==> config.mk <==
export PLATFORM = sky130hd
export DESIGN_NAME = chk_fifo
export DESIGN_NICKNAME = d
export VERILOG_FILES = /design/src/rtl/retire_checker_chk_fifo.sv
export SDC_FILE = /design/constraint.sdc
export NUM_CORES = 1
export LEC_CHECK = 0
export ABC_AREA = 1
export CAP_MARGIN = 20
export CORE_MARGIN = 3
export CORE_UTILIZATION = 32
export DETAILED_ROUTE_END_ITERATION = 8
export PLACE_DENSITY = 0.44
export SLEW_MARGIN = 15
export SYNTH_ARGS = -nofsm -noshare
export SYNTH_HDL_FRONTEND = slang
export SYNTH_SLANG_ARGS = --single-unit
==> constraint.sdc <==
create_clock -name clk -period 1.8 [get_ports clk]
set_clock_uncertainty 0.15 [all_clocks]
set_input_delay 0.36 -clock clk [delete_from_list [all_inputs] [get_ports clk]]
set_output_delay 0.36 -clock clk [all_outputs]
set_load 0.02 [all_outputs]
==> src/rtl/retire_checker_chk_fifo.sv <==
// Synchronous FIFO with combinational head; push/pop gating is done by the caller.
// Pointers carry one extra wrap bit so full/empty need no separate count.
module chk_fifo #(
    parameter int WIDTH = 8,
    parameter int DEPTH = 8
) (
    input  logic             clk,
    input  logic             rst,
    input  logic             push,
    input  logic             pop,
    input  logic [WIDTH-1:0] wdata,
    output logic             full,
    output logic             empty,
    output logic [WIDTH-1:0] head
);
    localparam int AW = $clog2(DEPTH);

    logic [WIDTH-1:0] mem [DEPTH];
    logic [AW:0]      wptr;
    logic [AW:0]      rptr;

    always_ff @(posedge clk) begin
        if (!rst) begin
            wptr <= '0;
            rptr <= '0;
        end else begin
            if (push) wptr <= wptr + 1'b1;
            if (pop)  rptr <= rptr + 1'b1;
        end
    end

    // Push-while-full is only issued with a same-cycle pop, so the slot being
    // overwritten is the head that is leaving.
    always_ff @(posedge clk) begin
        if (push) mem[wptr[AW-1:0]] <= wdata;
    end

    assign head  = mem[rptr[AW-1:0]];
    assign empty = (wptr == rptr);
    assign full  = (wptr[AW] != rptr[AW]) && (wptr[AW-1:0] == rptr[AW-1:0]);
endmodule

==> results of run 1 <==
==> report_power, final <==
group          switching (W)  leakage, nW  internal [W]
sequential         0.0000230        0.675       0.00193
combinational       0.000307         1.15      0.000249
clock               0.000604       0.0771      0.000487
==> through the flow <==
step,hold slack [ns],std cells,setup TNS (ns),instance area (sq um)
after CTS,0.4205,541,-1.147,4219
after floorplan,0.3059,345,0,3347
after detailed placement,0.4046,521,-11.83,3892
after global placement,0.4006,521,-11.37,3892
after global routing,0.4869,540,-1.731,4292
final,0.4409,540,-0.8828,4292
==> worst paths after layout <==
check / endpoint / cells past startpoint
worst max-delay path: head[0] / 8
worst min-delay path: wptr[3] / 2
worst max register to register: mem[6][5] / 4
worst min register to register: wptr[3] / 2
==> layout make-up <==
class                      count  area, sq um  share of cell area, %
inverter                      72        286.5                  6.676
timing repair inverter         1        20.02                 0.4665
clock inverter                 6        32.53                 0.7580
sequential                    75         2155                  50.20
tap                          133        166.4                  3.878
multi-input combinational    187        952.2                  22.19
clock buffer                  10        127.6                  2.974
timing repair buffer          56        551.8                  12.86
==> registers in the layout, indices dropped and copies added (netlist names), named ones only <==
name / count
mem: 64
rptr: 4
wptr: 4
==> logic make-up (layout without fill, tap and decap cells) <==
kind of cell,after synthesis,in the layout,synth area share [%]
AND/OR/NAND/NOR,169,169,21.16
buffers and inverters,83,145,11.25
flip-flops,75,75,64.00
AO/OA/AOI/OAI,12,12,1.794
XOR/XNOR,4,4,1.047
adder cells (fa/ha/maj),2,2,0.7475
==> worst min-delay path, stage by stage (launching register included) <==
cell and delay [ns]:
dfxtp_1 0.35, o21ai_0 0.16, nor2_1 0.04
==> layer usage <==
layer  GRT usage, %  vias up  share of wire (%)
met5              0        -                  0
met4          5.591        0                2.0
met3          2.687       14                3.6
met2          21.63       36                 46
met1          17.64     1083                 48
li1               -     1187                  -
==> placed cells by master (no fill, tap or decap) <==
master / count
ha_1: 2
buf_12: 5
clkinv_2: 2
clkinvlp_4: 2
a21oi_1: 7
o21ai_0: 5
dfxtp_4: 2
clkinv_1: 2
or2_2: 1
buf_6: 9
nand2_1: 93
clkbuf_8: 9
buf_4: 30
edfxtp_1: 64
nand3_2: 8
nor2_1: 13
nor3b_1: 1
clkdlybuf4s50_1: 11
nor2_2: 2
dfxtp_1: 5
buf_8: 1
inv_2: 1
xnor2_2: 3
inv_1: 70
dfxtp_2: 4
clkbuf_1: 1
nand3_1: 26
inv_16: 2
nand2_2: 25
xnor2_4: 1
==> timing repair <==
item | 4_1_cts | 5_1_grt
cloned | 2 | 0
gates resized for setup | 83 | 27
setup buffers | 2 | 0
endpoints found under the setup margin | 10 | 10
pin swaps | 8 | 15
==> results.cfg, run 1 <==
[grt]
grt_pass1_vias = 2279
overflow = 0
grtUsageTotal_pct = 13.40
grt_pass1_wl_mm = 11.59
grt_max_degree = 17
antenna_found_initial = 0

[worst_setup_path]
cp_top_family = flip-flops
cp-end-kind = output pin
r2r_setup_slack_ns = 0.14
path_class = reg -> out
path_max_fanout = 16
cp.arrival_ns = 1.42
max_stage_delay_ns = 0.42
cp.required_ns = 1.29
cp_common_cell = nand2_1
path_buf_inv = 3
cp-start-kind = flop
rr_startpoint = wptr[0]
cpMaxStageDelayCell = dfxtp_4
worstPathCellList = buf_12, inv_16, nand2_1, nand3_1, nand2_1, nand2_1, nand2_2, buf_6

[yosys]
ys_ff_latch = 75
synth_cell_types = 19
async_flop_share_pct = 0
synth.most_common_cell = nand2_1
netlist_instances = 345
yosysTopAreaCellShare_pct = 57.42
synthTopCellsByArea = edfxtp_1 (57%), nand2_1 (12%), inv_1 (7.9%), dfxtp_1 (6.6%), nand3_1 (5.1%)
syn_avg_cell_area_sq_um = 9.701
synth_top_cell_by_area = edfxtp_1
yosysWarningCount = 0
yosysSeqAreaShare_pct = 64.00
synth_commonest_cells = nand2_1 (108), inv_1 (70), edfxtp_1 (64)
synth_ff_type = edfxtp_1
synthesis.nets = 359
synth_edf_count = 64
synth.cell_area_sq_um = 3347

[timing]
worstMarginPinSlew_ns = 0.3177
max_freq_mhz = 517.9
min_period_ns = 1.931
finalSetupViolCount = 8
slew_violations = 0
worst_slack_ns = -0.1310
hold_viol_final = 0
slew_headroom_pct = 78.75
rsz0062_at_grt = true
min_period_over_period_pct = 107.3

[floorplanning]
row_count = 36
chipWidth_um = 108.3
die_h_um = 108.3
io-pin-count = 22
dieArea_sq_um = 11720
start_util_pct = 33.62
core_area_sq_um = 9955

[finish]
drive_above_1_share_pct = 26.29
nFillCells = 1001
syn_to_final_growth_pct = 28.22
n_antenna_cell = 0
finalCoreUtilization_pct = 43.11
num-nets-final = 416

[clock_tree]
cts_buffers = 9
htreeDepth = 3
path_clk_slew_ns = 0.08
clk_latency_ns = 0.33
root_buffer = clkbuf_8
holdBufCountCts = 0
clockBufferDepth = 2
clock_sinks = 75
cts_tree = done

[detailed_routing]
drt_iter0_drc = 65
finalWirelength_mm = 7.295
wl_per_cell_um = 13.51
remaining_drc_errors = 0
antenna_left = 0
first_pass_iters = 4
via_count = 2320
viasPerCell = 4.296

[job]
cap_violations = 0

[status]
violations = setup timing
status = complete, but fails checks

[hold_path]
worstHoldStart = wptr[3]
min_path_type = reg -> reg

[power_and_ir_drop]
powerDensity_nw_per_um2 = 838.6
p_total_w = 0.003599
p_leak_nw = 1.904
ir_drop_mv = 0.3604

[placed_design]
portBuffers = 21
dp_hpwl_mm = 4.859
gp_congestion = 0.7533
pre_cts_ws_ns = -0.2880
Note: power is estimated with default switching activity, not from simulation.
==> inputs of run 2 (changes only) <==
Settings changed: ABC_CLOCK_PERIOD_IN_PS set to 1800.
==> results of run 2 <==
Same layout as run 1: the final DEF is identical, and so are final timing and power.
==> inputs of run 3 (changes only) <==
Settings changed: CAP_MARGIN 20 to 30, REMOVE_ABC_BUFFERS set to 1.
==> run 3 against run 2 <==
  * The run still ends with setup timing left
  * Critical endpoint is now head[1]
  * Clock power hardly changed
  * Largest power group unchanged
  * Wire length is 2.3% lower
  * Cell area is 0.38% lower
  * Worst hold slack worse by 0.036 ns
  * Maximum frequency is 1.7% lower
  * Sequential cell count stayed put
  * Global-route usage hardly changed
  * Total power is 1.2% lower
  * Sequential share of layout area is 0.16 points higher
  * Register-to-register slack better by 0.03 ns
  * Via count is 1.6% lower
==> results.cfg, run 3 (synthesis results as in run 1) <==
[worst_setup_path]
cp-start-kind = flop
cp.arrival_ns = 1.45
critPathCapture = head[1]
cp.required_ns = 1.29
r2r-end = mem[4][0]
cp-end-kind = output pin
r2r_cells = 4
rr_startpoint = wptr[0]
path_max_fanout = 8
path_class = reg -> out
r2r_setup_slack_ns = 0.17

[placed_design]
dp_hpwl_mm = 4.701
gp_congestion = 0.7742
portBuffers = 21
dp.cells = 521

[timing]
worst_slack_ns = -0.1641
slew_headroom_pct = 79.91
finalSetupTns_ns = -0.9473
max_freq_mhz = 509.1
slew_violations = 0
min_period_ns = 1.964
min_period_over_period_pct = 109.1
rsz0062_at_grt = true
hold_viol_final = 0
worstMarginPinSlew_ns = 0.3005
whs_ns = 0.4052
finalSetupViolCount = 8

[finish]
finalCoreUtilization_pct = 42.95
drive_above_1_share_pct = 26.54
largest_register_ffs = 64
num-nets-final = 416
syn_to_final_growth_pct = 27.74
instances_no_fill = 540
final_common_cell = nand2_1
n_antenna_cell = 0
final_cell_mix = nand2_1 (92), inv_1 (70), edfxtp_1 (64)

[clock_tree]
root_buffer = clkbuf_8
cts_buffers = 9
cts_tree = done
holdBufCountCts = 0
clockBufferDepth = 2
htreeDepth = 3
clk_latency_ns = 0.34
clock_sinks = 75
path_clk_slew_ns = 0.07

[job]
cap_violations = 0

[grt]
grt_pass1_vias = 2209
grt_max_degree = 33
grtUsageTotal_pct = 13.42
grt_pass1_wl_mm = 11.61
met1_usage_pct = 17.68
antenna_found_initial = 0
grt_busiest_layer = met2
overflow = 0
met2_usage_pct = 21.89
met3_usage_pct = 2.448

[floorplanning]
start_util_pct = 33.62
io-pin-count = 22
dieArea_sq_um = 11720
row_count = 36
die_h_um = 108.3
core_area_sq_um = 9955
chipWidth_um = 108.3

[detailed_routing]
remaining_drc_errors = 0
antenna_left = 0
finalWirelength_mm = 7.126
first_pass_iters = 4
wl_per_cell_um = 13.20
viasPerCell = 4.226
drt_iter0_drc = 93
via_count = 2282

[power_and_ir_drop]
intPower_w = 0.002661
switching_share_pct = 25.20
combPwrFrac_pct = 15.1
p_seq_share_pct = 55.0
p_sw_w = 0.0008965
ir_drop_mv = 0.3095
p_leak_nw = 1.923
clkPwrFrac_pct = 30.0
powerDensity_nw_per_um2 = 832.0
p_total_w = 0.003557

[hold_path]
min_path_type = reg -> reg

[status]
violations = setup timing
status = complete, but fails checks
## run 3: power by group through the flow
stage	Clock, W	Sequential [W]	Combinational (W)
2_1_floorplan	0	0.00200	0.000224
3_3_place_gp	0	0.00199	0.000472
3_5_place_dp	0	0.00199	0.000472
4_1_cts	0.00110	0.00195	0.000497
5_1_grt	0.00117	0.00196	0.000600
6_report	0.00107	0.00196	0.000536
## run 3: metal layers
layer  vias up  wire length [um]
met2        25              3416
met4         0                85
met3         8               187
li1       1192                 -
met1      1057              3437
met5         -                 0
## run 3: worst max-delay path, stage by stage, from the launching register on
cell	delay [ns]
dfxtp_4	0.44
buf_12	0.14
buf_16	0.13
nand2_2	0.06
nand3_2	0.05
nand2_1	0.05
nand2_1	0.05
nand2_1	0.07
buf_6	0.13
## run 3: how the worst min path moves through the flow
stage	start	end	slack [ns]	cells past startpoint
floorplan	pop	flop	0.31	1
global placement	wptr[3]	wptr[3]	0.40	2
detailed placement	wptr[3]	wptr[3]	0.42	2
CTS	rptr[2]	rptr[2]	0.41	2
global route	wptr[3]	wptr[3]	0.46	2
finish	wptr[3]	wptr[3]	0.41	2
## run 3: metrics by stage
step / cell area [sq um] / worst slack (ns)
after floorplan: 3243 / -0.2647
after global placement: 3880 / -0.2694
after detailed placement: 3880 / -0.2613
after CTS: 4125 / -0.2343
after global routing: 4275 / -0.2496
final: 4275 / -0.1641
## run 3: final cells by class
type | count | area, sq um
Sequential cell | 75 | 2153
Timing Repair Buffer | 57 | 556.8
Clock inverter | 4 | 17.52
Clock buffer | 12 | 135.1
Fill cell | 971 | 5679
Inverter | 72 | 282.8
Multi-Input combinational cell | 187 | 963.4
Tap cell | 133 | 166.4
## run 3: timing repair
item                                   in CTS  in global routing
cloned                                      2                  0
setup endpoints to repair                  10                 10
setup buffers                               1                  1
pin swaps                                   2                 29
resized for setup                          67                 43
endpoints found under the hold margin       0                  0
